==> src/rtl/color_mask_pkg.sv <==
// color_mask_pkg: shared types for the colour-dominance masker.
// Config struct, colour/mode enums and the colour decode helper.
package color_mask_pkg;

    localparam int CFG_TH_W = 16;

    typedef enum logic [2:0] {
        NONE  = 3'd0,
        RED   = 3'd1,
        GREEN = 3'd2,
        BLUE  = 3'd3
    } color_e;

    typedef enum logic {
        BINARY = 1'b0,
        GRADED = 1'b1
    } mask_mode_e;

    typedef struct packed {
        color_e                color;
        logic [CFG_TH_W-1:0]   thresh;
        mask_mode_e            mode;
    } cfg_t;

    // Codes 4..7 are folded onto NONE so they can never match.
    function automatic color_e to_color(input logic [2:0] code);
        color_e c;
        case (code)
            3'd1:    c = RED;
            3'd2:    c = GREEN;
            3'd3:    c = BLUE;
            default: c = NONE;
        endcase
        return c;
    endfunction

endpackage

==> src/rtl/color_mask_pipe_dominance.sv <==
// color_dominance: per-channel dominance over the mean of the
// other two channels, signed CH_W+1 bits, no wrap.
module color_dominance
    import color_mask_pkg::*;
#(
    parameter int CH_W = 4
) (
    input  logic [CH_W-1:0]        r,
    input  logic [CH_W-1:0]        g,
    input  logic [CH_W-1:0]        b,
    output logic signed [CH_W:0]   diff_r,
    output logic signed [CH_W:0]   diff_g,
    output logic signed [CH_W:0]   diff_b
);

    function automatic logic signed [CH_W:0] dom(
        input logic [CH_W-1:0] c,
        input logic [CH_W-1:0] o1,
        input logic [CH_W-1:0] o2
    );
        logic [CH_W:0] half;
        half = ({1'b0, o1} + {1'b0, o2}) >> 1;
        return $signed({1'b0, c}) - $signed(half);
    endfunction

    assign diff_r = dom(r, g, b);
    assign diff_g = dom(g, r, b);
    assign diff_b = dom(b, r, g);

endmodule

==> src/rtl/color_mask_pipe.sv <==
// color_mask_pipe: two-stage RGB colour-dominance mask pipeline.
// Define COLOR_MASK_STATS_EN to build the per-frame match counter.
module color_mask_pipe
    import color_mask_pkg::*;
#(
    parameter int CH_W  = 4,
    parameter int CNT_W = 20
) (
    input  logic              clk,
    input  logic              rst_n,
    input  logic              in_valid,
    output logic              in_ready,
    input  logic [3*CH_W-1:0] pixel_in,
    input  logic              in_sof,
    input  logic              in_eof,
    input  logic [2:0]        parcel_color,
    input  logic [CH_W-1:0]   thresh,
    input  logic              mode,
    output logic              out_valid,
    input  logic              out_ready,
    output logic [CH_W-1:0]   pixel_out,
    output logic              out_sof,
    output logic              out_eof,
    output logic [CNT_W-1:0]  match_count,
    output logic              stats_valid
);

    logic adv;
    cfg_t cfg_q, cfg_d, cfg_in;
    logic signed [CH_W:0] dr, dg, db;

    logic s1_valid_q, s1_valid_d;
    logic s1_sof_q, s1_sof_d, s1_eof_q, s1_eof_d;
    cfg_t s1_cfg_q, s1_cfg_d;
    logic signed [CH_W:0] s1_dr_q, s1_dr_d;
    logic signed [CH_W:0] s1_dg_q, s1_dg_d;
    logic signed [CH_W:0] s1_db_q, s1_db_d;

    logic out_valid_q, out_valid_d;
    logic [CH_W-1:0] pix_q, pix_d;
    logic sof_q, sof_d, eof_q, eof_d;

    logic signed [CH_W:0] diff_sel;
    logic signed [CFG_TH_W:0] d_ext, th_ext;
    logic hit;
    logic [CH_W-1:0] mask;

    assign adv      = !out_valid_q || out_ready;
    assign in_ready = adv;

    color_dominance #(.CH_W(CH_W)) u_dom (
        .r      (pixel_in[3*CH_W-1 -: CH_W]),
        .g      (pixel_in[2*CH_W-1 -: CH_W]),
        .b      (pixel_in[CH_W-1:0]),
        .diff_r (dr),
        .diff_g (dg),
        .diff_b (db)
    );

    // An sof beat uses its own config; later beats use the latched one.
    always_comb begin
        cfg_in = cfg_q;
        if (in_sof) begin
            cfg_in.color  = to_color(parcel_color);
            cfg_in.thresh = CFG_TH_W'(thresh);
            cfg_in.mode   = mask_mode_e'(mode);
        end
    end

    // S2 compare: pick the selected diff and form the mask value.
    always_comb begin
        diff_sel = '0;
        hit      = 1'b0;
        th_ext   = $signed({1'b0, s1_cfg_q.thresh});
        d_ext    = '0;
        mask     = '0;
        unique case (s1_cfg_q.color)
            RED:     diff_sel = s1_dr_q;
            GREEN:   diff_sel = s1_dg_q;
            BLUE:    diff_sel = s1_db_q;
            default: diff_sel = '0;
        endcase
        d_ext = (CFG_TH_W+1)'(diff_sel);
        hit   = (s1_cfg_q.color != NONE) && (d_ext > th_ext);
        if (hit) begin
            mask = (s1_cfg_q.mode == BINARY) ? '1
                                             : diff_sel[CH_W-1:0];
        end
    end

    // Pipe advance: load both stages when adv, otherwise hold.
    always_comb begin
        cfg_d       = cfg_q;
        s1_valid_d  = s1_valid_q;
        s1_sof_d    = s1_sof_q;
        s1_eof_d    = s1_eof_q;
        s1_cfg_d    = s1_cfg_q;
        s1_dr_d     = s1_dr_q;
        s1_dg_d     = s1_dg_q;
        s1_db_d     = s1_db_q;
        out_valid_d = out_valid_q;
        pix_d       = pix_q;
        sof_d       = sof_q;
        eof_d       = eof_q;
        if (adv) begin
            s1_valid_d = in_valid;
            if (in_valid) begin
                s1_sof_d = in_sof;
                s1_eof_d = in_eof;
                s1_cfg_d = cfg_in;
                s1_dr_d  = dr;
                s1_dg_d  = dg;
                s1_db_d  = db;
                if (in_sof) begin
                    cfg_d = cfg_in;
                end
            end
            out_valid_d = s1_valid_q;
            if (s1_valid_q) begin
                pix_d = mask;
                sof_d = s1_sof_q;
                eof_d = s1_eof_q;
            end
        end
    end

    // Pipeline and config registers.
    always_ff @(posedge clk or negedge rst_n) begin
        if (!rst_n) begin
            cfg_q       <= '0;
            s1_valid_q  <= 1'b0;
            s1_sof_q    <= 1'b0;
            s1_eof_q    <= 1'b0;
            s1_cfg_q    <= '0;
            s1_dr_q     <= '0;
            s1_dg_q     <= '0;
            s1_db_q     <= '0;
            out_valid_q <= 1'b0;
            pix_q       <= '0;
            sof_q       <= 1'b0;
            eof_q       <= 1'b0;
        end else begin
            cfg_q       <= cfg_d;
            s1_valid_q  <= s1_valid_d;
            s1_sof_q    <= s1_sof_d;
            s1_eof_q    <= s1_eof_d;
            s1_cfg_q    <= s1_cfg_d;
            s1_dr_q     <= s1_dr_d;
            s1_dg_q     <= s1_dg_d;
            s1_db_q     <= s1_db_d;
            out_valid_q <= out_valid_d;
            pix_q       <= pix_d;
            sof_q       <= sof_d;
            eof_q       <= eof_d;
        end
    end

    assign out_valid = out_valid_q;
    assign pixel_out = pix_q;
    assign out_sof   = sof_q;
    assign out_eof   = eof_q;

`ifdef COLOR_MASK_STATS_EN
    logic match_q, match_d;
    logic [CNT_W-1:0] cnt_q, cnt_d, mc_q, mc_d, base, nxt;
    logic sv_q, sv_d;

    // Saturating per-frame count of matched output beats.
    always_comb begin
        match_d = match_q;
        cnt_d   = cnt_q;
        mc_d    = mc_q;
        sv_d    = 1'b0;
        base    = '0;
        nxt     = '0;
        if (adv && s1_valid_q) begin
            match_d = hit;
        end
        if (out_valid_q && out_ready) begin
            base = sof_q ? '0 : cnt_q;
            nxt  = (match_q && !(&base)) ? base + CNT_W'(1) : base;
            if (eof_q) begin
                mc_d  = nxt;
                sv_d  = 1'b1;
                cnt_d = '0;
            end else begin
                cnt_d = nxt;
            end
        end
    end

    // Stats registers.
    always_ff @(posedge clk or negedge rst_n) begin
        if (!rst_n) begin
            match_q <= 1'b0;
            cnt_q   <= '0;
            mc_q    <= '0;
            sv_q    <= 1'b0;
        end else begin
            match_q <= match_d;
            cnt_q   <= cnt_d;
            mc_q    <= mc_d;
            sv_q    <= sv_d;
        end
    end

    assign match_count = mc_q;
    assign stats_valid = sv_q;
`else
    assign match_count = '0;
    assign stats_valid = 1'b0;
`endif

endmodule

==> config.mk <==
export PLATFORM = sky130hd
export DESIGN_NAME = color_mask_pipe
export DESIGN_NICKNAME = d
export VERILOG_FILES = /design/src/rtl/color_mask_pkg.sv /design/src/rtl/color_mask_pipe_dominance.sv /design/src/rtl/color_mask_pipe.sv
export SDC_FILE = /design/constraint.sdc
export NUM_CORES = 1
export LEC_CHECK = 0
export ABC_AREA = 0
export BUFFER_PORTS_ARGS = -buffer_cell sky130_fd_sc_hd__buf_2
export CAP_MARGIN = 20
export CORE_MARGIN = 1.5
export CORE_UTILIZATION = 55
export CTS_CLUSTER_SIZE = 12
export DETAILED_ROUTE_END_ITERATION = 10
export PLACE_DENSITY = 0.77
export SLEW_MARGIN = 30
export SYNTH_ARGS = -nofsm -noshare
export SYNTH_HDL_FRONTEND = slang
export SYNTH_SLANG_ARGS = --single-unit
==> constraint.sdc <==
create_clock -name clk -period 7.9 [get_ports clk]
set_clock_uncertainty 0.1 [all_clocks]
set_input_delay 0.79 -clock clk [delete_from_list [all_inputs] [get_ports clk]]
set_output_delay 0.79 -clock clk [all_outputs]
set_load 0.01 [all_outputs]
# Word level (Yosys, flattened, before mapping)
# Cells that the tools add are included.
# totals
ff_bits	65
output_inout_bits	29
elab_cells	41
# classes
n_addsub	6
order_cmp	1
eq_ne	6
muxes	5
n_reduce_logical	7
# op_table
op	count
$mux 20	1
$gt 5x17->1	1
$add 4x4->5	3
$pmux 5 s3	1
$sub 4x4->5	3
$eq 3x2->1 const B	4
$mux 4	2
$eq 3x1->1 const B	2
$pmux 2 s3	1
$reduce_and 2->1	2
$reduce_and 3->1	1
$reduce_bool 3->1	1
$logic_and 1x1->1	1
$logic_not 1->1	1
$logic_or 1x1->1	1

# Logic depth before layout (Yosys ltp)
# depth
depth_word	5
mapped_depth	11
mapped_depth_nobuf	10

# Modules after synthesis
# From an unflattened synthesis, not the netlist that was laid out.
# hier_totals
cells_unflattened	379
area_unflattened_um2	3938.8
# modules_own_cells
mod	n_inst	cells_per_inst	area_each_um2	seq_area_each_um2
color_mask_pipe	1	295	3209.3	1626.6
color_dominance	1	84	729.4	0.0

# Worst setup path before layout
# No wires, ideal clock.
# synth_timing
path_kind	input to register
from	in pixel_in[0]
to	reg s1_dr_q[3]
setup_ns	0.134
t_arrival_ns	2.368
required_ns	7.666
path_slack_ns	5.299
stages	9
n_path_buf	0
cell_sequence	inv_1 > nor2_1 > fa_1 > xnor2_1 > ha_1 > a21o_1 > a21oi_1 > xor2_1 > o21ai_0
# synth_via
elab_chain_len	2
# synth_rtl
element	line	rtl
start, declared	color_mask_pipe.sv:13	input logic [3*CH_W-1:0] pixel_in,
$add 4x4->5	color_mask_pipe_dominance.sv:22	half = ({1'b0, o1} + {1'b0, o2}) >> 1;
$sub 4x4->5	color_mask_pipe_dominance.sv:23	return $signed({1'b0, c}) - $signed(half);
end signal, assigned	color_mask_pipe.sv:148	s1_dr_q <= s1_dr_d;
end, declared	color_mask_pipe.sv:35	logic signed [CH_W:0] s1_dr_q, s1_dr_d;
# Every way passes these cells.
# A chain may end at the register's enable or synchronous reset.

# Worst setup path in the final report
# layout_timing
from	reg s1_cfg_q[18] (netlist bit)
to	reg pix_q[2] (netlist: pixel_out[2])
# layout_via
elab_chain_len	5
word_cells_on_any_way	9
classes_between	1 x order compare; 3 x eq/ne; 3 x mux; 2 x reduce/logical
# layout_rtl
element	line	rtl
start, declared	color_mask_pipe.sv:34	cfg_t s1_cfg_q, s1_cfg_d;
start signal, assigned	color_mask_pipe.sv:147	s1_cfg_q <= s1_cfg_d;
$eq 3x2->1 or $eq 3x1->1 (tied branches)	color_mask_pipe.sv:77	unique case (s1_cfg_q.color)
$pmux 5 s3	color_mask_pipe.sv:77	
$gt 5x17->1	color_mask_pipe.sv:84	hit = (s1_cfg_q.color != NONE) && (d_ext > th_ext);
$logic_and 1x1->1	color_mask_pipe.sv:84	
$mux 4 (*)	color_mask_pipe.sv:85	if (hit) begin
end signal, assigned	color_mask_pipe.sv:152	pix_q <= pix_d;
end, declared	color_mask_pipe.sv:40	logic [CH_W-1:0] pix_q, pix_d;
# Every way passes the cells marked *; elsewhere a longest branch is shown, timed or not.

==> results.py <==
metrics = {
    "global_routing": {
        "grt_usage_pct": 19.9,
        "grt_pass1_wl_mm": 11.6,
        "antenna_found_initial": 0,
        "first_global_vias": 2626,
        "grt_max_degree": 69,
        "gr-total-overflow": 0,
    },
    "synth": {
        "ys_types": 38,
        "synthTopCellsByCount": "dfrtp_1, nand2_1, ha_1, o21ai_0, inv_1",
        "yosysMostFrequentCell": "dfrtp_1",
        "postSynthAreaPerCell_um2": 10.1,
        "synth_seq_cells": 65,
        "synthFlopType": "dfrtp_1",
        "synth_area_um2": 3890,
        "synth_area_leaders": "dfrtp_1, ha_1, mux2_2, nand2_1, o21ai_0",
        "yosysWarnings": 0,
        "synthArstFlopShare_pct": 100,
        "yosys.area.top_type_share_pct": 41.8,
        "synth_largest_area_cell": "dfrtp_1",
        "synth_seq_area_share_pct": 41.8,
        "synth_cells": 384,
        "synth_edf_count": 0,
    },
    "timing": {
        "fin_setup_tns_ns": 0,
        "slew_viol_final": 0,
        "post-route-min-period_ns": 2.75,
        "worst_pin_slew_ns": 0.816,
        "rsz0062_at_grt": "no",
        "setup_viol": 0,
        "fmax_mhz": 364,
        "fin_ws_ns": 5.15,
        "period_share_pct": 34.8,
        "final_hold_viol_count": 0,
        "fin_hold_ws_ns": 0.384,
        "slew-limit-headroom_pct": 45.4,
    },
    "critical_path": {
        "endpoint_kind": "flip-flop",
        "cp_max_fo": 12,
        "start_kind": "flip-flop",
        "critical-path-slowest-cell": "dfrtp_1",
        "path_cells": "nor2b_4 -> nand2_1 -> a21o_1 -> inv_1 -> ha_1 -> a21oi_1 -> o21a_1 -> a2bb2oi_1 -> a31oi_4 -> a22o_1",
        "required_ns": 8.03,
        "cp_num_buf_inv": 1,
        "arrival_ns": 2.88,
        "cp-startpoint": "s1_cfg_q[18]",
        "worstSetupPathType": "flip-flop to flip-flop",
        "rr_startpoint": "s1_cfg_q[18]",
        "cp_top_family": "compound AO/OA/AOI/OAI gates",
        "max_stage_delay_ns": 0.50,
    },
    "run": {
        "maxCapViolCount": 0,
    },
    "power": {
        "leakage_nw": 2.11,
        "power_density_nw_per_um2": 251,
        "ir_drop_v": 0.000143,
    },
    "cells_and_area": {
        "drive_gt1_share_pct": 17.3,
        "areaGrowthSynthToFinish_pct": 10.7,
        "fin_util_pct": 63.1,
        "stdcell_count": 517,
        "num-fill-cells": 589,
        "nets": 486,
        "register_area_um2": 1630,
        "diodes": 0,
        "multi_input_area_um2": 2040,
    },
    "clock_tree": {
        "cts-root-buf": "clkbuf_8",
        "clk_pin_slew_ns": 0.07,
        "clk_path_buf_depth": 2,
        "ctsHoldBuffers": 0,
        "postCtsSetupBuffers": 0,
        "cts_buffers": 9,
        "worstSkewPairLatency_ns": 0.34,
        "cts_resized": 0,
        "cts.htree.levels": 3,
        "cts_tree": "yes",
        "cts_sinks": 65,
    },
    "status": {
        "run_status": "finished, final reports clean",
    },
    "detailed_routing": {
        "routed_wl_mm": 6.71,
        "postRouteAntennaNets": 0,
        "drtIter0Drc": 115,
        "wire_per_inst_um": 13.0,
        "viasPerCell": 5.08,
        "route.detailed.drc": 0,
        "firstDrtPassIters": 4,
        "vias": 2626,
    },
    "place": {
        "portBuffers": 33,
        "gp_congestion": 0.848,
        "placed_cells_incl_taps": 501,
        "place_ws_ns": 5.00,
        "hpwl_mm": 5.00,
    },
    "floorplanning": {
        "dieArea_um2": 7590,
        "start_util_pct": 57.0,
        "num_io_pins": 55,
        "rows": 30,
        "die_w_um": 87.1,
        "core_um2": 6830,
        "die_y_um": 87.1,
    },
    "min_path": {
        "hold_class": "flip-flop to flip-flop",
        "hp-start": "s1_cfg_q[16]",
    },
}
==> layer usage <==
metal / part of all wire (%) / vias up / global-route usage [%] / routed length [um]
met5: 0 / - / 0 / 0
met4: 1.1 / 0 / 6.64 / 74
met3: 4.8 / 8 / 5.31 / 322
met2: 46 / 62 / 31.5 / 3100
met1: 48 / 1240 / 26.6 / 3210
li1: - / 1316 / - / -
==> kinds of logic (layout without fill, tap and decap cells) <==
group,Yosys count,in the layout,synth area share [%]
fa+ha+maj,44,44,15.3
compound gates,78,78,12.1
flops,65,65,41.8
simple gates,100,100,13.1
other cells,1,21,0.0963
buf+inv,59,76,7.94
mux,25,25,6.98
xor+xnor,12,12,2.70
==> sequential cells by signal (all words and copies together), names as in the netlist, 4 cells and up <==
signal / cells
cfg_q: 20
pixel_out: 4
s1_cfg_q: 20
s1_db_q: 5
s1_dg_q: 5
s1_dr_q: 5
==> final timing paths <==
| kind | to | slack (ns) | depth (start not counted) |
|---|---|---|---|
| setup / recovery | pixel_out[2] | 5.15 | 10 |
| hold reg to reg | s1_cfg_q[16] | 0.38 | 2 |
| max in group asynchronous | pixel_out[2] | 6.67 | 2 |
| hold / removal | s1_cfg_q[16] | 0.38 | 2 |
| setup reg to reg | pixel_out[2] | 5.15 | 10 |
| min in group asynchronous | cfg_q[15] | 0.51 | 2 |
==> cell type report <==
class                   count  area share [%]
multi-input cells         280            47.3
flip-flops and latches     65            37.7
repair buffers             34            4.01
clock buffers              10            3.19
well taps                  96            2.79
clock inverters             6            2.67
inverters                  26            2.26
==> where the power goes <==
part	switching, mW	internal, mW	total, mW	leakage (nW)
Sequential	0.0363	0.387	0.423	0.844
Clock	0.129	0.219	0.348	0.123
Combinational	0.165	0.144	0.309	1.14
==> cell usage in the layout (no fill, tap or decap), types with 2 or more instances in the layout <==
cell	instances
o31ai_1	3
a22o_1	4
mux2_2	17
o21ai_0	33
xnor2_1	6
bufinv_16	3
and2_1	13
nor2_1	5
mux2i_1	8
inv_1	26
conb_1	21
xor2_1	6
a21oi_1	22
ha_1	38
nand3_1	2
nand2_1	47
clkinv_4	2
nand2b_1	19
buf_2	33
fa_1	6
nand4_1	3
dfrtp_1	65
nor2b_1	3
a21o_1	11
clkbuf_8	10
==> per-stage QoR <==
step / instance area (um^2) / power (mW)
finish: 4310 / 1.08
global route: 4310 / 1.15
CTS: 4310 / 1.09
detailed placement: 4060 / 0.738
global placement: 4050 / 0.725
floorplan: 3970 / 0.658
==> worst register-to-register path: cells and delay by family (launching register included) <==
family          cells  cell delay [ns]
compound gates      6             1.08
fa+ha+maj           1             0.33
flops               1             0.50
simple gates        2             0.33
buf+inv             1             0.30
Power figures use the tool's default switching activity.
